==> config.mk <==
export PLATFORM = sky130hd
export DESIGN_NAME = instr_scheduler_flat
export DESIGN_NICKNAME = d
export VERILOG_FILES = /design/src/rtl/sched_pkg.sv /design/src/rtl/instr_scheduler_if.sv /design/src/rtl/sched_fifo.sv /design/src/rtl/instr_scheduler.sv /design/src/flat_wrapper.sv
export SDC_FILE = /design/constraint.sdc
export NUM_CORES = 1
export LEC_CHECK = 0
export CAP_MARGIN = 20
export CORE_MARGIN = 2
export CORE_UTILIZATION = 40
export DETAILED_ROUTE_END_ITERATION = 6
export PLACE_DENSITY = 0.66
export SYNTH_ARGS = -nofsm -noshare
export SYNTH_HDL_FRONTEND = slang
export SYNTH_SLANG_ARGS = --single-unit
==> constraint.sdc <==
create_clock -name CLK -period 3.2 [get_ports CLK]
set_input_delay 0.32 -clock CLK [delete_from_list [all_inputs] [get_ports CLK]]
set_output_delay 0.32 -clock CLK [all_outputs]
set_load 0.005 [all_outputs]
==> src/rtl/sched_pkg.sv <==
// Shared types and constants for the instruction scheduler: FSM states,
// opcode values and instruction field positions.
package sched_pkg;

  localparam int W_DEFAULT = 10;

  typedef enum logic [2:0] {
    ST_IDLE     = 3'd0,
    ST_S1       = 3'd1,
    ST_S2       = 3'd2,
    ST_S3       = 3'd3,
    ST_WAIT_IMM = 3'd4
  } state_e;

  localparam logic [3:0] OP_LOAD = 4'd0;
  localparam logic [3:0] OP_MOV  = 4'd1;

  localparam int OP_HI = 9;
  localparam int OP_LO = 6;
  localparam int RX_HI = 5;
  localparam int RX_LO = 4;
  localparam int RY_HI = 3;
  localparam int RY_LO = 2;

endpackage

==> src/rtl/instr_scheduler_if.sv <==
// Valid/ready word stream feeding the scheduler FIFO.
interface instr_scheduler_if #(parameter int W = sched_pkg::W_DEFAULT);
  logic         IN_VALID;
  logic [W-1:0] IN_WORD;
  logic         IN_READY;

  modport master (output IN_VALID, output IN_WORD, input IN_READY);
  modport slave  (input IN_VALID, input IN_WORD, output IN_READY);
endinterface

==> src/rtl/sched_fifo.sv <==
// Synchronous FIFO with registered head, full/empty and occupancy count.
// DEPTH must be a power of two so the pointers wrap naturally.
module sched_fifo #(
  parameter int W     = 10,
  parameter int DEPTH = 4,
  localparam int AW   = $clog2(DEPTH)
) (
  input  logic         clk_i,
  input  logic         rst_i,
  input  logic         push_i,
  input  logic [W-1:0] din_i,
  input  logic         pop_i,
  output logic [W-1:0] head_o,
  output logic         full_o,
  output logic         empty_o,
  output logic [AW:0]  count_o
);

  logic [W-1:0]  mem_q [DEPTH];
  logic [AW-1:0] wr_q;
  logic [AW-1:0] rd_q;
  logic [AW:0]   cnt_q;
  logic          push_ok_s;
  logic          pop_ok_s;

  assign full_o    = (cnt_q == (AW+1)'(DEPTH));
  assign empty_o   = (cnt_q == '0);
  assign count_o   = cnt_q;
  assign head_o    = mem_q[rd_q];
  assign push_ok_s = push_i && !full_o;
  assign pop_ok_s  = pop_i && !empty_o;

  // storage array; contents are don't-care until written
  always_ff @(posedge clk_i) begin
    if (push_ok_s) begin
      mem_q[wr_q] <= din_i;
    end
  end

  // pointer and count update
  always_ff @(posedge clk_i) begin
    if (rst_i) begin
      wr_q  <= '0;
      rd_q  <= '0;
      cnt_q <= '0;
    end else begin
      if (push_ok_s) begin
        wr_q <= wr_q + AW'(1);
      end
      if (pop_ok_s) begin
        rd_q <= rd_q + AW'(1);
      end
      cnt_q <= cnt_q + (AW+1)'(push_ok_s) - (AW+1)'(pop_ok_s);
    end
  end

endmodule

==> src/rtl/instr_scheduler.sv <==
// Multi-cycle instruction scheduler producing T0-T3 datapath strobes.
// Optional single-step gating via the SCHED_STEP_EN macro (adds a STEP port).
module instr_scheduler
  import sched_pkg::*;
#(
  parameter int W     = W_DEFAULT,
  parameter int DEPTH = 4
) (
  input  logic         CLK,
  input  logic         CLR,
`ifdef SCHED_STEP_EN
  input  logic         STEP,
`endif
  instr_scheduler_if.slave in_if,
  output logic [W-1:0] IMM,
  output logic         EXT,
  output logic [1:0]   RIN,
  output logic         ENW,
  output logic [1:0]   ROUT,
  output logic         ENR,
  output logic         AIN,
  output logic         GIN,
  output logic         GOUT,
  output logic [3:0]   ALU_FN,
  output logic [1:0]   T,
  output logic         BUSY,
  output logic         DONE
);

  localparam int AW = $clog2(DEPTH);

  state_e        state_q, state_d;
  logic [W-1:0]  ir_q, ir_d;
  logic          adv_s;
  logic          push_s, pop_s;
  logic [W-1:0]  head_s;
  logic          full_s, empty_s;
  logic [AW:0]   cnt_unused_s;
  logic [1:0]    ir_unused_s;
  logic [3:0]    op_s;
  logic [1:0]    rx_s, ry_s;

  logic [W-1:0]  imm_s;
  logic          ext_s, enw_s, enr_s, ain_s, gin_s, gout_s, done_s;
  logic [1:0]    rin_s, rout_s, t_s;
  logic [3:0]    fn_s;

`ifdef SCHED_STEP_EN
  assign adv_s = STEP;
`else
  assign adv_s = 1'b1;
`endif

  assign op_s        = ir_q[OP_HI:OP_LO];
  assign rx_s        = ir_q[RX_HI:RX_LO];
  assign ry_s        = ir_q[RY_HI:RY_LO];
  assign ir_unused_s = ir_q[1:0];

  assign in_if.IN_READY = !full_s && !CLR;
  assign push_s         = in_if.IN_VALID && in_if.IN_READY;

  sched_fifo #(.W(W), .DEPTH(DEPTH)) u_fifo (
    .clk_i   (CLK),
    .rst_i   (CLR),
    .push_i  (push_s),
    .din_i   (in_if.IN_WORD),
    .pop_i   (pop_s),
    .head_o  (head_s),
    .full_o  (full_s),
    .empty_o (empty_s),
    .count_o (cnt_unused_s)
  );

  // state and instruction register
  always_ff @(posedge CLK) begin
    if (CLR) begin
      state_q <= ST_IDLE;
      ir_q    <= '0;
    end else begin
      state_q <= state_d;
      ir_q    <= ir_d;
    end
  end

  // next-state, FIFO pop and per-step strobe decode
  always_comb begin
    state_d = state_q;
    ir_d    = ir_q;
    pop_s   = 1'b0;
    imm_s   = '0;
    ext_s   = 1'b0;
    rin_s   = 2'd0;
    enw_s   = 1'b0;
    rout_s  = 2'd0;
    enr_s   = 1'b0;
    ain_s   = 1'b0;
    gin_s   = 1'b0;
    gout_s  = 1'b0;
    fn_s    = 4'd0;
    t_s     = 2'd0;
    done_s  = 1'b0;
    case (state_q)
      ST_IDLE: begin
        if (!empty_s && adv_s) begin
          pop_s   = 1'b1;
          ir_d    = head_s;
          state_d = ST_S1;
        end else begin
          state_d = ST_IDLE;
        end
      end
      ST_S1, ST_WAIT_IMM: begin
        t_s = 2'd1;
        if (op_s == OP_LOAD) begin
          // immediate comes straight from the FIFO head; wait here until it arrives
          if (!empty_s) begin
            imm_s  = head_s;
            ext_s  = 1'b1;
            rin_s  = rx_s;
            enw_s  = 1'b1;
            done_s = 1'b1;
            if (adv_s) begin
              pop_s   = 1'b1;
              state_d = ST_IDLE;
            end else begin
              state_d = state_q;
            end
          end else if (adv_s) begin
            state_d = ST_WAIT_IMM;
          end else begin
            state_d = state_q;
          end
        end else if (op_s == OP_MOV) begin
          rout_s = ry_s;
          enr_s  = 1'b1;
          rin_s  = rx_s;
          enw_s  = 1'b1;
          done_s = 1'b1;
          if (adv_s) begin
            state_d = ST_IDLE;
          end else begin
            state_d = state_q;
          end
        end else begin
          rout_s = rx_s;
          enr_s  = 1'b1;
          ain_s  = 1'b1;
          if (adv_s) begin
            state_d = ST_S2;
          end else begin
            state_d = state_q;
          end
        end
      end
      ST_S2: begin
        t_s    = 2'd2;
        rout_s = ry_s;
        enr_s  = 1'b1;
        gin_s  = 1'b1;
        fn_s   = op_s;
        if (adv_s) begin
          state_d = ST_S3;
        end else begin
          state_d = ST_S2;
        end
      end
      ST_S3: begin
        t_s    = 2'd3;
        gout_s = 1'b1;
        rin_s  = rx_s;
        enw_s  = 1'b1;
        done_s = 1'b1;
        if (adv_s) begin
          state_d = ST_IDLE;
        end else begin
          state_d = ST_S3;
        end
      end
      default: begin
        state_d = ST_IDLE;
      end
    endcase
  end

  // reset suppresses every strobe; write-type strobes also follow the step gate
  always_comb begin
    IMM    = CLR ? '0 : imm_s;
    EXT    = ext_s && !CLR;
    RIN    = CLR ? 2'd0 : rin_s;
    ENW    = enw_s && adv_s && !CLR;
    ROUT   = CLR ? 2'd0 : rout_s;
    ENR    = enr_s && !CLR;
    AIN    = ain_s && adv_s && !CLR;
    GIN    = gin_s && adv_s && !CLR;
    GOUT   = gout_s && !CLR;
    ALU_FN = CLR ? 4'd0 : fn_s;
    T      = CLR ? 2'd0 : t_s;
    BUSY   = (state_q != ST_IDLE) && !CLR;
    DONE   = done_s && adv_s && !CLR;
  end

endmodule

==> src/flat_wrapper.sv <==
// flat-port wrapper written by rule: the top's interface ports become plain ports
module instr_scheduler_flat import sched_pkg::*;
#(
  parameter int W     = W_DEFAULT,
  parameter int DEPTH = 4
)
  (CLK, CLR, IMM, EXT, RIN, ENW, ROUT, ENR, AIN, GIN, GOUT, ALU_FN, T, BUSY, DONE, in_if_IN_VALID, in_if_IN_WORD, in_if_IN_READY);
  instr_scheduler_if #(.W(W)) in_if_i ();
  input  logic CLK;
  input  logic CLR;
  output logic [W-1:0] IMM;
  output logic EXT;
  output logic [1:0] RIN;
  output logic ENW;
  output logic [1:0] ROUT;
  output logic ENR;
  output logic AIN;
  output logic GIN;
  output logic GOUT;
  output logic [3:0] ALU_FN;
  output logic [1:0] T;
  output logic BUSY;
  output logic DONE;
  input wire logic [$bits(in_if_i.IN_VALID)-1:0] in_if_IN_VALID;
  input wire logic [$bits(in_if_i.IN_WORD)-1:0] in_if_IN_WORD;
  output wire logic [$bits(in_if_i.IN_READY)-1:0] in_if_IN_READY;
  assign in_if_i.IN_VALID = in_if_IN_VALID;
  assign in_if_i.IN_WORD = in_if_IN_WORD;
  assign in_if_IN_READY = in_if_i.IN_READY;
  instr_scheduler #(.W(W), .DEPTH(DEPTH)) u_core (.CLK(CLK), .CLR(CLR), .in_if(in_if_i), .IMM(IMM), .EXT(EXT), .RIN(RIN), .ENW(ENW), .ROUT(ROUT), .ENR(ENR), .AIN(AIN), .GIN(GIN), .GOUT(GOUT), .ALU_FN(ALU_FN), .T(T), .BUSY(BUSY), .DONE(DONE));
endmodule
After elaboration in Yosys (flattened, before gate mapping)
Memory sizes are Yosys's and may differ from the RTL's. A register that Yosys moved wholly into a read port is not among the register bits.
Cells that the tools add are included.
{"block": "classes", "addsub": 4, "n_eq_ne": 6, "mux": 40, "bitwise_logic": 1, "n_reduce_logical": 20}
{"operator": "$mux W10", "n": 4}
{"operator": "$mux W2", "n": 11}
{"operator": "$mux W1", "n": 14}
{"operator": "$logic_and A1 B1 Y1", "n": 11}
{"operator": "$pmux W3 S3", "n": 1}
{"operator": "$mux W4", "n": 2}
{"operator": "$pmux W2 S2", "n": 2}
{"operator": "$eq A3 B2 Y1 const B", "n": 2}
{"operator": "$eq A3 B3 Y1 const B", "n": 2}
{"operator": "$logic_not A3 Y1", "n": 2}
{"operator": "$mux W3", "n": 2}
{"operator": "$pmux W1 S2", "n": 3}
{"operator": "$pmux W2 S3", "n": 1}
{"operator": "$add A2 B1 Y2 const B", "n": 2}
{"operator": "$eq A4 B1 Y1 const B", "n": 1}
{"operator": "$logic_not A4 Y1", "n": 1}
{"operator": "$add A3 B1 Y3", "n": 1}
{"operator": "$eq A3 B1 Y1 const B", "n": 1}
{"operator": "$logic_not A1 Y1", "n": 3}
{"operator": "$reduce_bool A3 Y1", "n": 1}
{"operator": "$sub A3 B1 Y3", "n": 1}
{"operator": "$reduce_and A2 Y1", "n": 1}
{"operator": "$reduce_or A2 Y1", "n": 1}
{"operator": "$not A1 Y1", "n": 1}
{"block": "word_totals", "register_bits": 20, "mem_bits_rw": 40, "inputBits": 13, "out_inout_bits": 29, "elab_cells": 77, "n_memories": 1}
{"name": "u_core.u_fifo.mem_q", "words": 4, "word_bits": 10, "rd": 1, "rd_ports_with_merged_regs": 1, "write_ports": 1, "line": "sched_fifo.sv:19", "source": "logic [W-1:0] mem_q [DEPTH];"}

Logic depth before layout (Yosys ltp)
{"block": "logic_depth", "depth_word": 7, "depth_mapped": 10, "ltp_nobuf": 9}

By module
A second synthesis with hierarchy kept.
{"block": "unflattened", "hier_cells": 193, "hier_area_um2": 2656.3}
{"mod": "sched_fifo", "instances": 1, "cells_per_inst": 103, "area_per_inst_um2": 1919.3, "seq_area_each_um2": 1381.3}
{"mod": "instr_scheduler", "instances": 1, "cells_per_inst": 90, "area_per_inst_um2": 737.0, "seq_area_each_um2": 220.2}

Worst setup path after synthesis
OpenSTA, ideal clock, no wires.
{"block": "synth_path", "path_type": "reg-to-reg", "startpoint": "reg u_core.u_fifo.cnt_q[1] (netlist: u_core.u_fifo.count_o[1])", "endpoint": "reg u_core.u_fifo.cnt_q[2] (netlist: u_core.u_fifo.count_o[2])", "setup_time_ps": 128, "arrival_ps": 2142, "t_required_ps": 3072, "path_slack_ps": 931, "stages_incl_launch_ff": 10, "path_buffers": 0, "period_less_slack_ps": 2269, "path_cell_list": "dfxtp_1 > nor2_1 > a211oi_1 > inv_1 > ha_1 > inv_1 > ha_1 > fa_1 > xnor2_1 > nor2_1"}
{"block": "synth_via", "elab_chain_len": 7, "word_cells_on_any_way": 13, "cone_classes": "add/sub (2); eq/ne (1); mux (3); reduce/logical (7)"}
{"item": "from (decl)", "line": "sched_fifo.sv:22", "source": "logic [AW:0] cnt_q;"}
{"item": "from (signal assigned)", "line": "sched_fifo.sv:53", "source": "cnt_q <= cnt_q + (AW+1)'(push_ok_s) - (AW+1)'(pop_ok_s);"}
{"item": "$eq A3 B3 Y1", "line": "sched_fifo.sv:26", "source": "assign full_o = (cnt_q == (AW+1)'(DEPTH));"}
{"item": "$logic_not A1 Y1", "line": "sched_fifo.sv:30, instr_scheduler.sv:59"}
{"item": "$logic_and A1 B1 Y1", "line": "instr_scheduler.sv:59", "source": "assign in_if.IN_READY = !full_s && !CLR;"}
{"item": "$logic_and A1 B1 Y1", "line": "instr_scheduler.sv:60", "source": "assign push_s = in_if.IN_VALID && in_if.IN_READY;"}
{"item": "$logic_and A1 B1 Y1", "line": "sched_fifo.sv:30", "source": "assign push_ok_s = push_i && !full_o;"}
{"item": "$add A3 B1 Y3", "line": "sched_fifo.sv:53"}
{"item": "$sub A3 B1 Y3 *", "line": "sched_fifo.sv:53"}
Every way passes the cells marked *; elsewhere a longest branch is shown, timed or not.
A chain may end at the register's enable or synchronous reset.

Worst setup path in the final report
{"block": "layout_path", "startpoint": "reg u_core.state_q[0]", "endpoint": "out IMM[0]"}
{"block": "layout_via", "elab_chain_len": 4, "word_cells_on_any_way": 5, "cone_classes": "eq/ne (2); mux (2); reduce/logical (1)"}
{"item": "from (decl)", "line": "instr_scheduler.sv:32", "source": "state_e state_q, state_d;"}
{"item": "from (signal assigned)", "line": "instr_scheduler.sv:80", "source": "state_q <= state_d;"}
{"item": "$eq A3 B1 Y1 or $eq A3 B3 Y1 (tied branches)", "line": "instr_scheduler.sv:102", "source": "case (state_q)"}
{"item": "$reduce_or A2 Y1 *", "line": "instr_scheduler.sv:102"}
{"item": "$mux W10 *", "line": "instr_scheduler.sv:102"}
{"item": "$mux W10 *", "line": "instr_scheduler.sv:187", "source": "IMM = CLR ? '0 : imm_s;"}
{"item": "to (decl)", "line": "flat_wrapper.sv:11", "source": "output logic [W-1:0] IMM;"}
Marked as above.

==> results.tsv <==
stage	metric	value	unit
run_status	outcome	complete, no violations	
synthesis	xor/xnor share of the synthesized area	1.335	%
drt	total number of vias	1639	
cts	CTS tree	done	
synthesis	synth top area cells	edfxtp_1 (46%), dfxtp_1 (15%), mux4_2 (8.6%)	
floorplan	die width	84.99	um
synthesis	Synth cell types	35	
synthesis	Post-synth EDFFs	40	
sta	clock period minus worst slack	3022	ps
setup_path	crit end category	primary output	
drt	WL/cell	15.16	um
sta	Setup Skew	9.992	ps
cts	CTS clk-pin slew, worst paths	70	ps
drt	vias per cell	5.043	
layout	fin nets	263	
hold_path	class of the worst hold path	reg2reg	
synthesis	Post-synth top flop	edfxtp_1	
sta	Fin Setup TNS	0	ps
layout	area growth from synthesis to layout	25.37	%
sta	final setup fails	0	
pwr	PnR Total Power	2.722	mW
pwr	Peak VDD IR	0.0003801	V
global_routing	GRT Overall Usage	15.03	%
global_routing	largest net degree at the start of global routing	23	
synthesis	largest family of logic cells by synthesized area	simple AND/OR/NAND/NOR gates	
synthesis	post-synthesis cell area	2624	um^2
sta	Final Hold Viols	0	
synthesis	Synth Area in Simple Gates	15.31	%
setup_path	type of origin of the critical path	flip-flop	
cts	total CTS buffers	9	
pwr	NetSw	906.0	uW
global_routing	antenna violations before repair	0	
setup_path	critical path arrival	2700	ps
drt	DRT iter0 DRCs	76	
pwr	Pwr per Cell Area	827.4	nW/um^2
synthesis	asr flop ratio synth	0	%
synthesis	post-synthesis compound-gate area fraction	4.721	%
sta	RSZ-0062 raised after global routing	false	
cts	Post-CTS Resized	0	
setup_path	Worst path max stage delay	600	ps
pwr	Pleak	1.144	nW
setup_path	cell family with most CP delay	simple AND/OR/NAND/NOR gates	
flow_run	max-cap violation count	0	
layout	ant diodes	0	
setup_path	CP bufs+invs	1	
floorplan	DIE HEIGHT	84.99	um
global_routing	vias in the first global route	1581	
floorplan	row count	29	
synthesis	most numerous cell in the Yosys netlist	edfxtp_1	
drt	antenna viol nets, final	0	
cts	CTS HTree Levels	3	
sta	max-slew violation count	0	
cts	Post-CTS Setup Bufs	0	
synthesis	Synth top area share	45.78	%
synthesis	post-synthesis area per instance	13.25	um^2
cts	clk buf depth	2	
drt	drt first pass iters	4	
placed_design	port bufs	41	
pwr	Switching Share	33.29	%
synthesis	synthesized instance count	198	
sta	Final period util	94.44	%
layout	Final Instance Area	3289	um^2
synthesis	sequential share of the synthesized area	61.04	%
setup_path	CP Max Fanout	11	
sta	fmax	0.3309	GHz
setup_path	slowest CP cell	or4_4	
setup_path	Worst Path Required	2880	ps
pwr	Reg power frac	40.3	%
setup_path	crit-path cells	xnor2_1 -> or3_1 -> or4_4 -> nor2b_1 -> clkdlybuf4s50_1	
synthesis	top cells by count, synth	edfxtp_1 (40), dfxtp_1 (20), nand2_1 (13), a21oi_1 (12), inv_1 (12)	
global_routing	global-route wire length before repair	8.142	mm
sta	worst-margin pin slew	552.6	ps
cts	clk root buf	clkbuf_8	
pwr	Int Pwr	1.816	mW
synthesis	Syn Nets	218	
synthesis	#FFs+latches synth	60	
layout	layout cells sized above 1	17.74	%
cts	hold_buf cts	0	
synthesis	mux share of post-synthesis cell area	9.871	%
placed_design	routability cong.	0.7186	
sta	slew margin rel.	63.16	%
cts	CTS Sinks	60	
setup_path	crit path kind	reg2out	
floorplan	initial core utilization	41.32	%
floorplan	Top Ports	42	
cts	Clock Latency Late Sink	340	ps
floorplan	Die Area	7223	um^2
pwr	Clk network pwr share	24.0	%
synthesis	Yosys warning total	0	
synthesis	Post-Synth Adder-Cell Area	3.624	%
drt	DRC	0	
global_routing	global route total overflow	0	
synthesis	cell taking the most area after synthesis	edfxtp_1	
placed_design	Area after DPL	3098	um^2
drt	routed wire length	4.927	mm
pwr	Comb pwr share	35.6	%
sta	PnR worst setup slack	177.9	ps
placed_design	post-DP HPWL	3.352	mm
placed_design	Setup WS pre-CTS	345.8	ps
floorplan	core area	6350	um^2
state kept, by name, summed over array words and instances, names as in the netlist, named ones only:
register	count
u_core.u_fifo.mem_q	40
u_core.ir_q	8
u_core.state_q	3
u_core.u_fifo.count_o	3
u_core.u_fifo.rd_q	2
u_core.u_fifo.wr_q	2
final timing paths:
check	start	end	slack, ps	cells after the start
worst max-delay path	u_core.state_q[0]	IMM[0]	180	5
worst min-delay path	u_core.ir_q[2]	u_core.ir_q[2]	470	2
worst max register to register	u_core.ir_q[6]	u_core.u_fifo.count_o[1]	790	8
worst min register to register	u_core.ir_q[2]	u_core.ir_q[2]	470	2
power by group through the flow:
stage / Combinational (mW) / Sequential, mW / Clock [mW]
final: 0.969 / 1.10 / 0.654
after global routing: 1.09 / 1.12 / 0.721
after CTS: 0.985 / 1.10 / 0.675
after detailed placement: 0.980 / 1.12 / 0
after global placement: 0.970 / 1.11 / 0
after floorplan: 0.742 / 1.04 / 0
layer usage:
metal | global-route usage [%] | vias up | part of all wire [%]
met5 | 0 | - | 0
met1 | 19.83 | 790 | 45
li1 | - | 800 | -
met2 | 22.94 | 42 | 48
met4 | 5.195 | 0 | 0.91
met3 | 5.642 | 7 | 5.9
through the flow:
stage | instances | hold slack (ps) | util, %
global route | 325 | 496.6 | 51.80
CTS | 325 | 466.4 | 51.80
detailed placement | 309 | 456.6 | 48.79
finish | 325 | 472.0 | 51.80
global placement | 309 | 450.1 | 48.79
floorplan | 198 | 418.9 | -
layout make-up:
| cell class | instances | area (um^2) |
|---|---|---|
| inverters | 12 | 45.04 |
| clock inverters | 7 | 67.56 |
| repair buffers | 45 | 440.4 |
| multi-input cells | 115 | 914.6 |
| flip-flops and latches | 60 | 1602 |
| well taps | 77 | 96.34 |
| clock buffers | 9 | 123.9 |
| fillers | 545 | 3060 |
placed cells by master, fill, tap and decap left out, types with 6 or more instances in the layout:
| cell type | n |
|---|---|
| mux4_2 | 10 |
| edfxtp_1 | 40 |
| nor2b_2 | 9 |
| dfxtp_1 | 20 |
| inv_1 | 12 |
| and2_1 | 7 |
| nor2b_1 | 7 |
| nand2_1 | 13 |
| nor2_1 | 11 |
| clkdlybuf4s50_1 | 41 |
| nand3_1 | 8 |
| a21oi_1 | 12 |
| clkbuf_8 | 9 |
| ha_1 | 6 |
worst reg2reg max path: stages (launching register included):
cell,delay (ps)
dfxtp_1,360
nor4_1,380
a21oi_1,150
nor3_1,370
ha_1,310
inv_1,50
ha_1,150
fa_1,400
nor2b_1,130
logic make-up (layout without fill, tap and decap cells):
| group | after synthesis | after routing |
|---|---|---|
| and+or+nand+nor | 70 | 70 |
| buffers and inverters | 23 | 73 |
| adders and majority gates | 7 | 7 |
| AOI/OAI and AO/OA | 21 | 21 |
| muxes | 13 | 13 |
| DFF | 60 | 60 |
| xor gates and xnor gates | 4 | 4 |
Note: power is estimated with default switching activity, not from simulation.
